**config.mk**
```make
export PLATFORM = sky130hd
export DESIGN_NAME = nespad_poll_ctrl
export DESIGN_NICKNAME = d
export VERILOG_FILES = /design/src/rtl/nespad_pkg.sv /design/src/rtl/nespad_interval_timer.sv /design/src/rtl/nespad_poll_ctrl.sv
export SDC_FILE = /design/constraint.sdc
export NUM_CORES = 1
export LEC_CHECK = 0
export ABC_AREA = 1
export BUFFER_PORTS_ARGS = -buffer_cell sky130_fd_sc_hd__buf_4
export CAP_MARGIN = 40
export CORE_ASPECT_RATIO = 1.5
export CORE_UTILIZATION = 50
export DETAILED_ROUTE_END_ITERATION = 10
export GPL_TIMING_DRIVEN = 0
export PLACE_DENSITY_LB_ADDON = 0.1
export SYNTH_ARGS = -nofsm -noshare
export SYNTH_HDL_FRONTEND = slang
export SYNTH_SLANG_ARGS = --single-unit
```
**constraint.sdc**
```tcl
create_clock -name clk -period 1.9 [get_ports clk]
set_input_delay 0.095 -clock clk [delete_from_list [all_inputs] [get_ports clk]]
set_output_delay 0.095 -clock clk [all_outputs]
set_load 0.02 [all_outputs]
```
**src/rtl/nespad_pkg.sv**
```systemverilog
// Shared constants for the SNES pad poll controller: register map, bit positions, FSM encoding.
package nespad_pkg;

  localparam logic [1:0] ADDR_CTRL     = 2'd0;
  localparam logic [1:0] ADDR_INTERVAL = 2'd1;
  localparam logic [1:0] ADDR_STATE    = 2'd2;
  localparam logic [1:0] ADDR_STATUS   = 2'd3;

  localparam int CTRL_AUTO_EN = 0;
  localparam int CTRL_TRIGGER = 1;
  localparam int CTRL_IRQ_EN  = 2;

  localparam int STAT_BUSY     = 0;
  localparam int STAT_TIMEOUT  = 1;
  localparam int STAT_VALID    = 2;
  localparam int STAT_POLL_LSB = 8;

  typedef enum logic [1:0] {
    ST_IDLE = 2'd0,
    ST_FIRE = 2'd1,
    ST_WAIT = 2'd2,
    ST_CAPT = 2'd3
  } nespad_state_e;

endpackage

```
**src/rtl/nespad_interval_timer.sv**
```systemverilog
// Auto-poll interval down-counter: reloads on request or while disabled, ticks when it reaches 1.
module nespad_interval_timer #(
  parameter int CNT_W = 24
) (
  input  logic             clk,
  input  logic             rst_n,
  input  logic             en_i,
  input  logic             reload_i,
  input  logic [CNT_W-1:0] load_val_i,
  output logic             tick_o
);

  logic [CNT_W-1:0] cnt_q, cnt_d;

  always_comb begin
    cnt_d  = cnt_q;
    tick_o = 1'b0;
    if (reload_i || !en_i) begin
      cnt_d = load_val_i;
    end else if (cnt_q <= CNT_W'(1)) begin
      // a zero count while enabled can only follow a reload glitch; just reload silently
      tick_o = (cnt_q == CNT_W'(1));
      cnt_d  = load_val_i;
    end else begin
      cnt_d = cnt_q - CNT_W'(1);
    end
  end

  always_ff @(posedge clk or negedge rst_n) begin
    if (!rst_n) begin
      cnt_q <= '0;
    end else begin
      cnt_q <= cnt_d;
    end
  end

endmodule

```
**src/rtl/nespad_poll_ctrl.sv**
```systemverilog
// SNES pad poll sequencer with MU register interface.
// Optional change interrupt is built only when NESPAD_IRQ_EN is defined.
//   state | meaning
//   IDLE  | waiting for a pending poll request
//   FIRE  | one-cycle frame pulse to the reader
//   WAIT  | waiting for reader done edge or timeout
//   CAPT  | latch buttons and pressed edges
module nespad_poll_ctrl
  import nespad_pkg::*;
#(
  parameter int TIMEOUT_CYCLES = 2048,
  parameter int CNT_W          = 24
) (
  input  logic        clk,
  input  logic        rst_n,
  input  logic        bus_start_i,
  input  logic        bus_we_i,
  input  logic [1:0]  bus_addr_i,
  input  logic [31:0] bus_wdata_i,
  output logic [31:0] bus_rdata_o,
  output logic        bus_done_o,
  output logic        pad_frame_o,
  input  logic        pad_done_i,
  input  logic [15:0] pad_state_i,
  output logic        irq_o
);

  localparam int TO_W = (TIMEOUT_CYCLES > 2) ? $clog2(TIMEOUT_CYCLES) : 1;
  localparam logic [TO_W-1:0] TO_LAST = TO_W'(TIMEOUT_CYCLES - 1);

  nespad_state_e    state_q, state_d;
  logic [TO_W-1:0]  to_cnt_q, to_cnt_d;
  logic             auto_en_q, auto_en_d;
  logic [CNT_W-1:0] interval_q, interval_d;
  logic [15:0]      buttons_q, buttons_d;
  logic [15:0]      pressed_q, pressed_d;
  logic             timeout_q, timeout_d;
  logic             valid_q, valid_d;
  logic [7:0]       poll_cnt_q, poll_cnt_d;
  logic             pend_q, pend_d;
  logic             done_q;
  logic [31:0]      rdata_q, rdata_d;
  logic             bus_done_q;
  logic             irq_en_rd;

  logic wr, rd, wr_ctrl, wr_int, wr_stat, rd_state;
  logic done_rise, busy, tick, pend_clr, capt, to_evt;
  logic [31:0] rdata_mux;
  logic unused_wdata;

  assign wr       = bus_start_i & bus_we_i;
  assign rd       = bus_start_i & ~bus_we_i;
  assign wr_ctrl  = wr && (bus_addr_i == ADDR_CTRL);
  assign wr_int   = wr && (bus_addr_i == ADDR_INTERVAL);
  assign wr_stat  = wr && (bus_addr_i == ADDR_STATUS);
  assign rd_state = rd && (bus_addr_i == ADDR_STATE);

  assign done_rise    = pad_done_i & ~done_q;
  assign busy         = (state_q != ST_IDLE);
  assign pad_frame_o  = (state_q == ST_FIRE);
  assign unused_wdata = ^bus_wdata_i;

  nespad_interval_timer #(.CNT_W(CNT_W)) u_timer (
    .clk        (clk),
    .rst_n      (rst_n),
    .en_i       (auto_en_q && (interval_q != '0)),
    .reload_i   (wr_ctrl | wr_int),
    .load_val_i (interval_d),
    .tick_o     (tick)
  );

  always_comb begin
    state_d  = state_q;
    to_cnt_d = to_cnt_q;
    pend_clr = 1'b0;
    capt     = 1'b0;
    to_evt   = 1'b0;
    case (state_q)
      ST_IDLE: if (pend_q) state_d = ST_FIRE;
      ST_FIRE: begin
        pend_clr = 1'b1;
        to_cnt_d = '0;
        state_d  = ST_WAIT;
      end
      ST_WAIT: begin
        if (done_rise) begin
          state_d = ST_CAPT;
        end else if (to_cnt_q == TO_LAST) begin
          to_evt  = 1'b1;
          state_d = ST_IDLE;
        end else begin
          to_cnt_d = to_cnt_q + TO_W'(1);
        end
      end
      ST_CAPT: begin
        capt    = 1'b1;
        state_d = ST_IDLE;
      end
      default: state_d = ST_IDLE;
    endcase
  end

  always_comb begin
    rdata_mux = '0;
    case (bus_addr_i)
      ADDR_CTRL: begin
        rdata_mux[CTRL_AUTO_EN] = auto_en_q;
        rdata_mux[CTRL_IRQ_EN]  = irq_en_rd;
      end
      ADDR_INTERVAL: rdata_mux = 32'(interval_q);
      ADDR_STATE:    rdata_mux = {pressed_q, buttons_q};
      default: begin
        rdata_mux[STAT_BUSY]                      = busy;
        rdata_mux[STAT_TIMEOUT]                   = timeout_q;
        rdata_mux[STAT_VALID]                     = valid_q;
        rdata_mux[STAT_POLL_LSB +: 8]             = poll_cnt_q;
      end
    endcase
  end

  always_comb begin
    auto_en_d  = wr_ctrl ? bus_wdata_i[CTRL_AUTO_EN] : auto_en_q;
    interval_d = wr_int ? bus_wdata_i[CNT_W-1:0] : interval_q;
    pend_d     = (pend_q & ~pend_clr) | tick | (wr_ctrl & bus_wdata_i[CTRL_TRIGGER]);
    buttons_d  = buttons_q;
    valid_d    = valid_q;
    poll_cnt_d = poll_cnt_q;
    // the read clears old edges first so edges found by a same-cycle capture survive
    pressed_d  = rd_state ? 16'h0000 : pressed_q;
    if (capt) begin
      buttons_d  = ~pad_state_i;
      pressed_d  = pressed_d | (~pad_state_i & ~buttons_q);
      valid_d    = 1'b1;
      poll_cnt_d = poll_cnt_q + 8'd1;
    end
    timeout_d = timeout_q;
    if (wr_stat && bus_wdata_i[STAT_TIMEOUT]) timeout_d = 1'b0;
    if (to_evt) timeout_d = 1'b1;
    rdata_d = rd ? rdata_mux : 32'h0;
  end

  always_ff @(posedge clk or negedge rst_n) begin
    if (!rst_n) begin
      state_q    <= ST_IDLE;
      to_cnt_q   <= '0;
      auto_en_q  <= 1'b0;
      interval_q <= '0;
      buttons_q  <= '0;
      pressed_q  <= '0;
      timeout_q  <= 1'b0;
      valid_q    <= 1'b0;
      poll_cnt_q <= '0;
      pend_q     <= 1'b0;
      done_q     <= 1'b0;
      rdata_q    <= '0;
      bus_done_q <= 1'b0;
    end else begin
      state_q    <= state_d;
      to_cnt_q   <= to_cnt_d;
      auto_en_q  <= auto_en_d;
      interval_q <= interval_d;
      buttons_q  <= buttons_d;
      pressed_q  <= pressed_d;
      timeout_q  <= timeout_d;
      valid_q    <= valid_d;
      poll_cnt_q <= poll_cnt_d;
      pend_q     <= pend_d;
      done_q     <= pad_done_i;
      rdata_q    <= rdata_d;
      bus_done_q <= bus_start_i;
    end
  end

  assign bus_rdata_o = rdata_q;
  assign bus_done_o  = bus_done_q;

`ifdef NESPAD_IRQ_EN
  logic irq_en_q, irq_en_d;
  logic irq_q;

  assign irq_en_d  = wr_ctrl ? bus_wdata_i[CTRL_IRQ_EN] : irq_en_q;
  assign irq_en_rd = irq_en_q;

  always_ff @(posedge clk or negedge rst_n) begin
    if (!rst_n) begin
      irq_en_q <= 1'b0;
      irq_q    <= 1'b0;
    end else begin
      irq_en_q <= irq_en_d;
      irq_q    <= irq_en_q && (pressed_q != 16'h0000);
    end
  end

  assign irq_o = irq_q;
`else
  assign irq_en_rd = 1'b0;
  assign irq_o     = 1'b0;
`endif

endmodule

```
-- Word level (Yosys, flattened, before mapping)
Cells that the tools add are included.
- mux-type cells: 28
- eq/ne operators: 12
- $add $sub $neg: 3
- reductions and logical operators: 16
- magnitude comparators: 1
- bitwise operators: 15
- operator list (cell ; number):
    $mux 24 ; 3
    $mux 16 ; 2
    $mux 32 ; 1
    $not 16->16 ; 2
    $pmux 16 s2 ; 1
    $eq 24x1->1 const B ; 1
    $le 24x1->1 const B ; 1
    $pmux 8 s3 ; 1
    $reduce_bool 24->1 ; 1
    $sub 24x1->24 const B ; 1
    $mux 11 ; 2
    $pmux 11 s2 ; 1
    $and 16x16->16 ; 1
    $or 16x16->16 ; 1
    $add 11x1->11 const B ; 1
    $eq 11x11->1 const B ; 1
    $pmux 5 s2 ; 1
    $mux 1 ; 9
    $pmux 1 s3 ; 3
    $add 8x1->8 const B ; 1
    $eq 2x2->1 const B ; 4
    $pmux 2 s4 ; 1
    $logic_and 1x1->1 ; 6
    $mux 2 ; 3
    12 further kinds ; 26
- word-level logic and storage cells: 89
- output and inout port bits: 35
- input port bits: 55
- register bits: 139

-- Depth between registers and ports, before layout
- word-level depth: 7
- gate-level depth with buffers: 12
- gate-level depth less buffers: 11

-- By module
Synthesis repeated with hierarchy kept, for this count alone.
- cell total of the unflattened synthesis: 824
- area total of the unflattened synthesis: 6739.0 um^2
- by module, submodules not included (module ; seq. area each (um^2) ; area each (um^2) ; times used ; cells each):
    nespad_poll_ctrl ; 2877.8 ; 4953.5 ; 1 ; 552
    nespad_interval_timer ; 600.6 ; 1785.5 ; 1 ; 272

-- Least setup slack after synthesis
No wires, ideal clock.
- path type: register to register
- start point: register u_timer.cnt_q[0]
- end point: register u_timer.cnt_q[14]
- slack: 373 ps
- buffers on the path: 1
- arrival time: 1414 ps
- cell stages (with the launch flop): 12
- clock period less this slack: 1527 ps
- library setup time: 113 ps
- data required time: 1787 ps
- cell sequence: dfrtp_1 > inv_1 > ha_1 > nand2_4 > nor2_8 > nor2_4 > nor2_8 > nor2_4 > buf_12 > nand2_2 > nand2_1 > inv_1
- longest elaborated chain between the ends: 3
- elaborated cells between the ends (all ways): 4
- those cells by class: 1 x add/sub; 1 x order compare; 2 x mux
- ends and longest elaborated chain (element ; RTL line ; text):
    start: declaration ; nespad_interval_timer.sv:13 ; logic [CNT_W-1:0] cnt_q, cnt_d;
    start signal: assignment ; nespad_interval_timer.sv:33 ; cnt_q <= cnt_d;
    $sub 24x1->24 / $le 24x1->1 (equally long branches) ; nespad_interval_timer.sv:25, nespad_interval_timer.sv:20 ;
    $mux 24 (*) ; nespad_interval_timer.sv:20 ; end else if (cnt_q <= CNT_W'(1)) begin
    $mux 24 (*) ; nespad_interval_timer.sv:18 ; if (reload_i || !en_i) begin
    net u_timer.cnt_d[14] ; nespad_interval_timer.sv:13 ;
The timed path passes the listed nets; every way through them passes the cells marked *.
A chain may end at the register's enable or synchronous reset.

-- Worst setup path in the final report
- start point: register to_cnt_q[0]
- end point: register to_cnt_q[1]
- longest elaborated chain between the ends: 4
- elaborated cells between the ends (all ways): 7
- those cells by class: 1 x add/sub; 2 x eq/ne; 3 x mux; 1 x reduce/logical
- ends and longest elaborated chain (element ; RTL line ; text):
    start: declaration ; nespad_poll_ctrl.sv:32 ; logic [TO_W-1:0] to_cnt_q, to_cnt_d;
    start signal: assignment ; nespad_poll_ctrl.sv:159 ; to_cnt_q <= to_cnt_d;
    $add 11x1->11 ; nespad_poll_ctrl.sv:92 ; to_cnt_d = to_cnt_q + TO_W'(1);
    $mux 11 ; nespad_poll_ctrl.sv:88 ; end else if (to_cnt_q == TO_LAST) begin
    $mux 11 ; nespad_poll_ctrl.sv:86 ; if (done_rise) begin
    $pmux 11 s2 ; nespad_poll_ctrl.sv:78 ; case (state_q)
Several ways; a longest one is shown, not always the timed one. The select of a mux whose other input is x is not followed.

==> results.md <==
- Status: completed
- Worst path required time: 2.19 ns
- Post-Syn Area per Cell: 8.69 um2
- Via/cell ratio: 5.15
- IO buf count: 80
- Synth Cell Area: 6740 um2
- Sw frac: 34.5%
- FILL cells: 1091
- Area grow syn2layout: 27.0%
- CP startpoint: to_cnt_q[0]
- Leakage: 4.31 nW
- DRC viols: 0
- Antenna-violating nets left: 0
- Internal power: 6.54 mW
- Syn nets: 843
- Register area: 3480 um2
- Yosys reg bits: 139
- Synth Area in XOR/XNOR: 3.25%
- RR Startpoint: to_cnt_q[0]
- Largest family of logic cells by synthesized area: simple AND/OR/NAND/NOR gates
- Crit path time final: 1.71 ns
- First-pass GRT wire length: 26900 um
- Initial antenna violation count: 0
- Mux cell area share after synthesis: 0%
- Final Skew: 0.00983 ns
- Data arrival, critical path: 2.00 ns
- Layout cells sized above 1: 20.8%
- Post-Synth Simple-Gate Area: 25.2%
- CP max FO: 10
- Routed WL: 16300 um
- Post-synthesis adder-cell area fraction: 2.41%
- HP Class: in2reg
- Total GRT Usage: 24.6%
- Core area: 13100 um2
- Routability-driven placement congestion ratio: 0.865
- Syn Inst Count: 775
- Clock Latency Late Sink: 0.42 ns
- DR iter-0 viols: 236
- Die height: 144 um
- Remaining global-route overflow: 0
- Unrepaired setup endpoints after global routing: false
- Seq/Total Area, Yosys: 51.6%
- Cell Rows: 51
- Worst Setup End Kind: flop
- DIE WIDTH: 96.8 um
- Clock buffer depth: 2
- Pwr/cell area: 1170 nW/um2
- Area of the die: 14000 um2
- H-tree levels: 4
- Via count: 5601
- Combinational group share of total power: 26.4%
- Clock share of power: 31.5%
- FMAX: 585 MHz
- CTS Buf Count: 17
- Clk sink count: 139
- Dpl cell area: 7570 um2
- Slew headroom: 63.6%
- Number of global-route vias before repair: 5720
- Number of top-level pins: 90
- Hold Vio Cnt, Final: 0
- Reg power frac: 42.1%
- Yosys warns: 0
- Nets@finish: 983
- Total power: 9.98 mW
- Tcrit/Tclk final: 90.0%
- Worst Setup Path Type: reg2reg
- Setup crit start kind: flop
- Clk root buf: clkbuf_16
- Starting Density: 51.5%
- Max cap viols: 0
- Final hold slack: 0.00831 ns
- CTS tree: yes
- Post-CTS setup buffers: 0
- Hpwl dp: 12200 um
- First-pass detailed-route iteration total: 5
- WL/cell: 15.0 um
- Post-Route Setup TNS: 0 ns
- Psw: 3.44 mW
- Multi-input combinational cell area: 2750 um2
- Final Util: 65.4%
- Compound-Gate Fraction of Synth Area: 9.66%
- # diodes: 0
- Setup violations, final: 0
- Hold Crit Start: bus_we_i
- Clock transition at the registers of the reported paths: 0.06 ns
- Count of cell types in the netlist: 36
- Peak VDD IR: 0.000499 V
- Pin count of the biggest net entering global routing: 91
- Slew @ Worst Pin: 0.546 ns
- Design Area, Final: 8550 um2
- Final slew viol count: 0
-- power groups by stage --
stage               Sequential (mW)  Clock [mW]  Combinational [mW]
finish                         4.21        3.14                2.64
global route                   4.28        3.32                2.99
CTS                            4.20        3.19                2.65
detailed placement             4.24           0                2.55
global placement               4.21           0                2.46
floorplan                      4.13           0                1.83
-- sequential cells by signal (all words and copies together), names as in the netlist, 2 cells and up --
register / count
bus_rdata_o: 32
interval_q: 24
u_timer.cnt_q: 24
buttons_q: 16
pressed_q: 16
to_cnt_q: 11
poll_cnt_q: 8
state_q: 2
-- final timing paths --
kind,to,slack [ns],depth (start not counted)
max,to_cnt_q[1],0.19,7
min,bus_rdata_o[11],0.008,4
max reg2reg,to_cnt_q[1],0.19,7
min reg2reg,valid_q,0.46,2
max in group asynchronous,bus_done_o,0.92,3
min in group asynchronous,pressed_q[5],0.19,2
-- cells in the final DEF, fill, tap and decap left out, types with 4 or more instances in the layout --
master         instances
a21oi_1               15
xor2_1                19
nand2_1              203
nand4_1                9
o22ai_1               23
inv_1                 96
dlygate4sd3_1         41
dfrtp_1              139
nor3_1                 4
nor2_2                12
o21ai_1               15
a221oi_1               7
o32ai_1                7
clkbuf_1               9
buf_6                  5
o21ai_0               42
or2_2                 23
xnor2_1                6
clkinvlp_4             5
buf_4                 83
nand3_1               21
clkbuf_16             17
nand2_2                9
nor2_4                 6
nand2_4                6
nor2_1                62
ha_1                  12
-- stage by stage --
step,worst slack [ns],std cells
2_1_floorplan,0.373,775
3_3_place_gp,-0.0757,1014
3_5_place_dp,-0.108,1015
4_1_cts,0.00129,1088
5_1_grt,0.0316,1087
6_report,0.189,1087
-- worst max-delay path, cell delays in order (launching register included) --
cell	delay, ns
dfrtp_1	0.44
ha_2	0.27
nand3_2	0.12
nor3_4	0.19
nand4_2	0.16
nand2_4	0.15
buf_6	0.15
o21ai_0	0.09
-- cells in the mapped netlist --
library cell,instances,share of area (%)
or2_2,23,2.1
nor2_1,62,3.5
o21ai_1,15,1.1
nor2_2,13,1.2
buf_12,1,0.30
buf_4,4,0.45
nand4_1,9,0.84
conb_1,1,0.056
ha_1,13,2.4
nor2_4,5,0.84
nand3b_1,2,0.22
nand4_2,1,0.19
xor2_1,19,2.5
nor2_8,3,0.89
nand3_2,2,0.30
a221oi_1,7,0.91
nor3_4,1,0.24
o22ai_1,23,2.1
buf_2,3,0.22
xnor2_1,6,0.78
nand2_2,10,0.93
nand2_1,203,11
inv_2,1,0.056
clkbuf_1,11,0.61
dfrtp_1,139,52
o21bai_1,2,0.22
inv_4,1,0.093
o21ai_2,1,0.13
nand3_1,21,1.6
nor3_1,4,0.30
o32ai_1,7,0.91
nand2_4,5,0.84
buf_6,4,0.67
inv_1,96,5.3
a21oi_1,15,1.1
o21ai_0,42,3.1
-- cells by family after synthesis --
family / after synthesis
flops: 139
fa+ha+maj: 13
simple gates: 364
xor+xnor: 25
buf+inv: 121
compound gates: 112
other cells: 1
-- per-layer routing --
metal / track usage, % / vias up / wire length (um)
met4: 12.6 / 0 / 588
met1: 27.9 / 2654 / 6550
met5: 0 / - / 0
met2: 44.3 / 148 / 8560
met3: 4.69 / 46 / 589
li1: - / 2753 / -
-- area by class of cell --
cell class                      count  area share (%)
Buffer                             22            1.77
Clock buffer                       20            5.22
Clock inverter                     12            1.36
Inverter                           98            4.33
Multi-Input combinational cell    515            32.1
Sequential cell                   139            40.7
Tap cell                          159            2.33
Timing Repair Buffer              122            12.2
-- what timing repair did --
| item | in CTS | in global routing |
|---|---|---|
| resized for setup | 2 | 5 |
| endpoints found under the setup margin | 19 | 28 |
| pin swaps | 0 | 0 |
| hold buffers | 41 | 0 |
| endpoints found under the hold margin | 104 | 0 |
No activity file was read; power rests on OpenSTA's default activity.
